[src/rtl/data_mem_arb_pkg.sv]
// Shared types for the data-memory arbiter: FSM state encoding and port ids.
package data_mem_arb_pkg;

  typedef enum logic [1:0] {
    IDLE     = 2'd0,
    OWN_CORE = 2'd1,
    OWN_DMA  = 2'd2
  } arb_state_t;

  localparam logic CORE = 1'b0;
  localparam logic DMA  = 1'b1;

endpackage

[src/rtl/rr_pick2.sv]
// Two-requester round-robin choice: a lone requester wins, a tie goes to the
// port that was not served last.
import data_mem_arb_pkg::*;

module rr_pick2 (
  input  logic core_req,
  input  logic dma_req,
  input  logic last,
  output logic valid,
  output logic pick
);

  always_comb begin
    valid = core_req | dma_req;
    if (core_req && dma_req) begin
      pick = ~last;
    end else if (dma_req) begin
      pick = DMA;
    end else begin
      pick = CORE;
    end
  end

endmodule

[src/rtl/data_mem_arbiter.sv]
// Core/DMA arbiter for a single-port data memory with zero-wait grants,
// bounded bursts and registered read-data return per port.
import data_mem_arb_pkg::*;

module data_mem_arbiter #(
  parameter int DATA_WIDTH = 32,
  parameter int ADDR_WIDTH = 10,
  parameter int BURST_MAX  = 4
) (
  input  logic                  clk,
  input  logic                  reset,
  input  logic                  core_req,
  input  logic                  core_we,
  input  logic [ADDR_WIDTH-1:0] core_addr,
  input  logic [DATA_WIDTH-1:0] core_wdata,
  output logic                  core_gnt,
  output logic                  core_rvalid,
  output logic [DATA_WIDTH-1:0] core_rdata,
  input  logic                  dma_req,
  input  logic                  dma_we,
  input  logic [ADDR_WIDTH-1:0] dma_addr,
  input  logic [DATA_WIDTH-1:0] dma_wdata,
  output logic                  dma_gnt,
  output logic                  dma_rvalid,
  output logic [DATA_WIDTH-1:0] dma_rdata,
  output logic                  mem_write,
  output logic                  mem_read,
  output logic [ADDR_WIDTH-1:0] mem_address,
  output logic [DATA_WIDTH-1:0] mem_writedata,
  input  logic [DATA_WIDTH-1:0] mem_readdata
);

  localparam int CNT_W = $clog2(BURST_MAX + 1);
  localparam logic [CNT_W-1:0] CNT_MAX = CNT_W'(BURST_MAX);
  localparam logic [CNT_W-1:0] CNT_ONE = CNT_W'(1);

  arb_state_t       state, state_nxt;
  logic             last_served, last_nxt;
  logic [CNT_W-1:0] beat_cnt, cnt_nxt;
  logic             sel_valid, sel_port;
  logic             rr_valid, rr_pick;
  logic             owner, own_req, oth_req;

  rr_pick2 u_rr (
    .core_req (core_req),
    .dma_req  (dma_req),
    .last     (last_served),
    .valid    (rr_valid),
    .pick     (rr_pick)
  );

  always_ff @(posedge clk or negedge reset) begin
    if (!reset) begin
      state       <= IDLE;
      last_served <= DMA;
      beat_cnt    <= '0;
    end else begin
      state       <= state_nxt;
      last_served <= last_nxt;
      beat_cnt    <= cnt_nxt;
    end
  end

  // The owner keeps the port until it stops asking or uses up its burst
  // while the other side is waiting; an unopposed owner just restarts its count.
  always_comb begin
    sel_valid = 1'b0;
    sel_port  = CORE;
    owner     = (state == OWN_DMA) ? DMA : CORE;
    own_req   = (owner == DMA) ? dma_req : core_req;
    oth_req   = (owner == DMA) ? core_req : dma_req;
    state_nxt = state;
    last_nxt  = last_served;
    cnt_nxt   = beat_cnt;
    unique case (state)
      IDLE: begin
        sel_valid = rr_valid;
        sel_port  = rr_pick;
      end
      OWN_CORE, OWN_DMA: begin
        if (own_req && ((beat_cnt < CNT_MAX) || !oth_req)) begin
          sel_valid = 1'b1;
          sel_port  = owner;
        end else if (oth_req) begin
          sel_valid = 1'b1;
          sel_port  = ~owner;
        end
      end
      default: ;
    endcase
    if (sel_valid) begin
      state_nxt = (sel_port == DMA) ? OWN_DMA : OWN_CORE;
      last_nxt  = sel_port;
      if ((state != IDLE) && (state_nxt == state) && (beat_cnt < CNT_MAX)) begin
        cnt_nxt = beat_cnt + CNT_ONE;
      end else begin
        cnt_nxt = CNT_ONE;
      end
    end else begin
      state_nxt = IDLE;
      cnt_nxt   = '0;
    end
  end

  // Grants are masked while reset is held so the memory sees no command.
  always_comb begin
    core_gnt      = reset && sel_valid && (sel_port == CORE);
    dma_gnt       = reset && sel_valid && (sel_port == DMA);
    mem_write     = 1'b0;
    mem_read      = 1'b0;
    mem_address   = '0;
    mem_writedata = '0;
    if (core_gnt) begin
      mem_write     = core_we;
      mem_read      = ~core_we;
      mem_address   = core_addr;
      mem_writedata = core_wdata;
    end else if (dma_gnt) begin
      mem_write     = dma_we;
      mem_read      = ~dma_we;
      mem_address   = dma_addr;
      mem_writedata = dma_wdata;
    end
  end

  always_ff @(posedge clk or negedge reset) begin
    if (!reset) begin
      core_rvalid <= 1'b0;
      dma_rvalid  <= 1'b0;
      core_rdata  <= '0;
      dma_rdata   <= '0;
    end else begin
      core_rvalid <= core_gnt & ~core_we;
      dma_rvalid  <= dma_gnt & ~dma_we;
      if (core_gnt && !core_we) begin
        core_rdata <= mem_readdata;
      end
      if (dma_gnt && !dma_we) begin
        dma_rdata <= mem_readdata;
      end
    end
  end

endmodule

[config.mk]
export PLATFORM = sky130hd
export DESIGN_NAME = data_mem_arbiter
export DESIGN_NICKNAME = d
export VERILOG_FILES = /design/src/rtl/data_mem_arb_pkg.sv /design/src/rtl/rr_pick2.sv /design/src/rtl/data_mem_arbiter.sv
export SDC_FILE = /design/constraint.sdc
export NUM_CORES = 1
export LEC_CHECK = 0
export ABC_CLOCK_PERIOD_IN_PS = 6600
export CAP_MARGIN = 5
export CELL_PAD_IN_SITES_DETAIL_PLACEMENT = 1
export CELL_PAD_IN_SITES_GLOBAL_PLACEMENT = 2
export CORE_ASPECT_RATIO = 1.2
export CORE_MARGIN = 3
export CORE_UTILIZATION = 23
export CTS_CLUSTER_SIZE = 30
export DETAILED_ROUTE_END_ITERATION = 10
export HOLD_SLACK_MARGIN = 0.05
export MAX_ROUTING_LAYER = met4
export PLACE_DENSITY_LB_ADDON = 0.1
export SYNTH_ARGS = -nofsm -noshare
export SYNTH_HDL_FRONTEND = slang
export SYNTH_SLANG_ARGS = --single-unit
[constraint.sdc]
create_clock -name clk -period 6.6 [get_ports clk]
set_input_delay 1.98 -clock clk [delete_from_list [all_inputs] [get_ports clk]]
set_output_delay 1.98 -clock clk [all_outputs]
set_load 0.005 [all_outputs]
==> out/summary.log <==
[status] status finished clean
[sta] Fin Setup TNS 0 ns
[critical_path] ordered list of cells on the worst path clkdlybuf4s50_1, nor2b_1, nor4b_4, o31ai_1, and3_2, buf_12, a22o_1, clkdlybuf4s50_1
[synthesis] YS warnings 0
[sta] portion of the clock cycle consumed by the worst path in the final layout 97.67%
[critical_path] critical path's largest stage delay 0.58 ns
[power_and_ir_drop] Max IR drop VDD 0.0002223 V
[sta] worst slew slack as a fraction of its limit 38.74%
[finish] non-filler instance count after layout 682
[sta] highest clock rate 155.1 MHz
[place] Detailed Place HPWL 10040 um
[drt] drt wl/cell 19.51 um
[critical_path] endpoint required time on the critical path 4.62 ns
[worst_hold_path] hold crit path type reg -> reg
[synthesis] cell area after synthesis 0.003486 sq mm
[clock_tree] CTS tree built
[drt] total via count in the routed design 3019
[die] IO Count 234
[job] maximum capacitance violations 0
[power_and_ir_drop] P_leak 0.002692 uW
[clock_tree] Post-CTS Hold Fix Bufs 0
[place] RePlAce Congestion 0.7886
[drt] number of nets with antenna violations after routing 0
[critical_path] Worst setup SP type input port
[clock_tree] clock sinks 72
[drt] aggregate routed wire length 13310 um
[place] worst slack at placement 0.1050 ns
[synthesis] synthesized instance count 245
[place] # port buffers 233
[finish] number of diodes added for antenna fixing 0
[grt] number of antenna violations at the first check in global routing 0
[die] die height 140.9 um
[critical_path] Most common cell on crit path sky130_fd_sc_hd__clkdlybuf4s50_1
[critical_path] register-to-register setup slack 3.85 ns
[grt] maximum number of pins on one net before global-route repair 73
[synthesis] post-synthesis average cell area 14.23 sq um
[die] Die X-Extent 118.4 um
[sta] setup violators final 0
[place] Placement Cell Area 0.006022 sq mm
[drt] DRC violations left 0
[finish] area growth from synthesis to final layout 81.59%
[sta] final critical-path setup slack 0.1535 ns
[synthesis] sequential share of the synthesized area 51.72%
[grt] GRT Total Usage 16.31%
[sta] fin crit period 6.447 ns
[critical_path] kind of critical path in -> out
[synthesis] most instantiated flip-flop cell in the synthesis netlist sky130_fd_sc_hd__dfrtp_1
[sta] clock tree skew after final layout 0.004003 ns
[die] Die Footprint 0.01668 sq mm
[clock_tree] clock input transition at the sequential cells of the worst setup and hold paths 0.05 ns
[clock_tree] Skew-Pair Late Insertion Delay 0.32 ns
[finish] proportion of layout cells with a drive suffix above 1 19.29%
[drt] iteration-0 DRC count of the detailed router 114
[place] placed insts 667
[drt] Via-to-Cell Ratio 4.427
[grt] global-route wire length before repair 20450 um
[drt] detailed-routing iteration count for the pre-antenna-repair pass 3
[synthesis] nets in the synthesized netlist 372
[grt] GRT Residual Overflow 0
[clock_tree] H-tree depth 3
[finish] Post-layout nets 605
[die] number of cell rows 48
[sta] Fin. Hold Viols 0
[critical_path] CP max stage cell sky130_fd_sc_hd__clkdlybuf4s50_1
[synthesis] Post-synth EDFFs 0
[synthesis] flip-flop and latch count after synthesis 72
[grt] vias in the first global route 3379
[sta] final slew viol count 0
[critical_path] CP max FO 41
[die] core area 0.01459 sq mm
[die] Initial Utilization 23.89%
[power_and_ir_drop] cell area power density 428.8 mW/mm^2
[sta] RSZ-0062 raised after global routing false
[clock_tree] root buffer selected by CTS sky130_fd_sc_hd__clkbuf_16
[finish] post-route design area 0.006330 sq mm
[clock_tree] setup repair bufs after CTS 0
[critical_path] CP arrival 4.47 ns
[sta] slew at the pin closest to its max-slew limit 0.9189 ns
[synthesis] distinct cell type count after synthesis 33
[critical_path] Critical Path Sink Type output port
[synthesis] Post-synth ARST share 100.0%
[clock_tree] number of clock buffers inserted by TritonCTS 9
[clock_tree] clk buf depth 2
[synth_stat cells, drive strengths merged (2+ instances only)]
cell type	number	area (sq um)
a21oi	2	10.01
a22o	43	376.6
and2	2	12.51
buf	12	95.08
clkbuf	4	15.01
dfrtp	71	1777
ha	5	62.56
inv	7	26.27
mux2	64	859.6
nand2	5	21.27
nand3	2	10.01
nor2	8	30.03
nor2b	2	12.51
nor3	2	10.01
nor4b	2	32.53
o21bai	2	15.01
or3b	2	17.52
[sequential cells by signal (all words and copies together), names as in the netlist]
name,cells
last_served,1
dma_rvalid,1
dma_rdata,32
core_rvalid,1
state,2
beat_cnt,3
core_rdata,32
[power breakdown]
group	internal, uW	leakage (uW)	switching (uW)	total (uW)
sequential	660	0.000869	117	777
clock	320	0.000154	174	494
combinational	965	0.00167	478	1440
total	1950	0.00269	769	2710
[layout make-up]
class,count,area [sq um]
Fill cell,1562,8264
Timing Repair Buffer,238,2392
Sequential cell,72,1803
Multi-Input combinational cell,150,1551
Clock buffer,12,266.5
Tap cell,200,250.2
Clock inverter,3,40.04
Inverter,7,26.28
[timing repair]
item,4_1_cts,5_1_grt
endpoints found under the hold margin,0,0
resized for setup,0,1
endpoints found under the setup margin,0,10
[cells by family (layout without fill, tap and decap cells)]
| kind of cell | count (synthesis) | after routing | share of synthesized area (%) |
|---|---|---|---|
| multiplexers | 65 | 65 | 24.95 |
| flip-flops | 72 | 72 | 51.72 |
| AO/OA/AOI/OAI | 52 | 52 | 12.85 |
| AND/OR/NAND/NOR | 28 | 28 | 4.774 |
| adder cells (fa/ha/maj) | 5 | 5 | 1.795 |
| buffers and inverters | 23 | 260 | 3.912 |
[layer usage]
metal / GRT usage (%) / share of wire (%)
met5: - / 0
met4: 4.027 / 0.90
met3: 6.942 / 10
met2: 27.58 / 50
met1: 17.84 / 39
[through the flow]
step / hold WS [ns] / util (%) / power (uW)
after global placement: 0.4701 / 41.26 / 2236
after CTS: 0.4904 / 43.36 / 2773
after floorplan: 0.4519 / - / 1389
after global routing: 0.5055 / 43.37 / 2908
final: 0.4859 / 43.37 / 2714
after detailed placement: 0.4814 / 41.26 / 2250
[critical path: cells and delay by family]
| kind | cells | cell delay (ns) |
|---|---|---|
| compound gates | 2 | 0.47 |
| buf+inv | 3 | 1.38 |
| simple gates | 3 | 0.63 |
[layout by cell type, fill, tap and decap left out, drive strengths merged, types with 2 or more instances in the layout]
cell / count
mux2: 64
nand3: 2
buf: 6
nor4b: 2
nor2b: 2
nand2: 5
clkbuf: 12
ha: 5
dfrtp: 71
or3b: 2
nor2: 8
nor3: 2
a21oi: 2
a22o: 43
o21bai: 2
and2: 2
clkdlybuf4s50: 232
inv: 7
clkinv: 2
[worst paths after layout]
kind                                                    to  cells after the start                     from
worst max-delay path                      mem_writedata[4]                      8                 core_req
worst min-delay path               last_served$_DFFE_PN1P_                      2  last_served$_DFFE_PN1P_
worst max register to register   core_rdata[9]$_DFFE_PN0P_                      8       state[0]$_DFF_PN0_
worst min register to register     last_served$_DFFE_PN1P_                      2  last_served$_DFFE_PN1P_
max in group asynchronous       core_rdata[31]$_DFFE_PN0P_                      2                    reset
min in group asynchronous       core_rdata[15]$_DFFE_PN0P_                      2                    reset
Note: power is estimated with default switching activity, not from simulation.
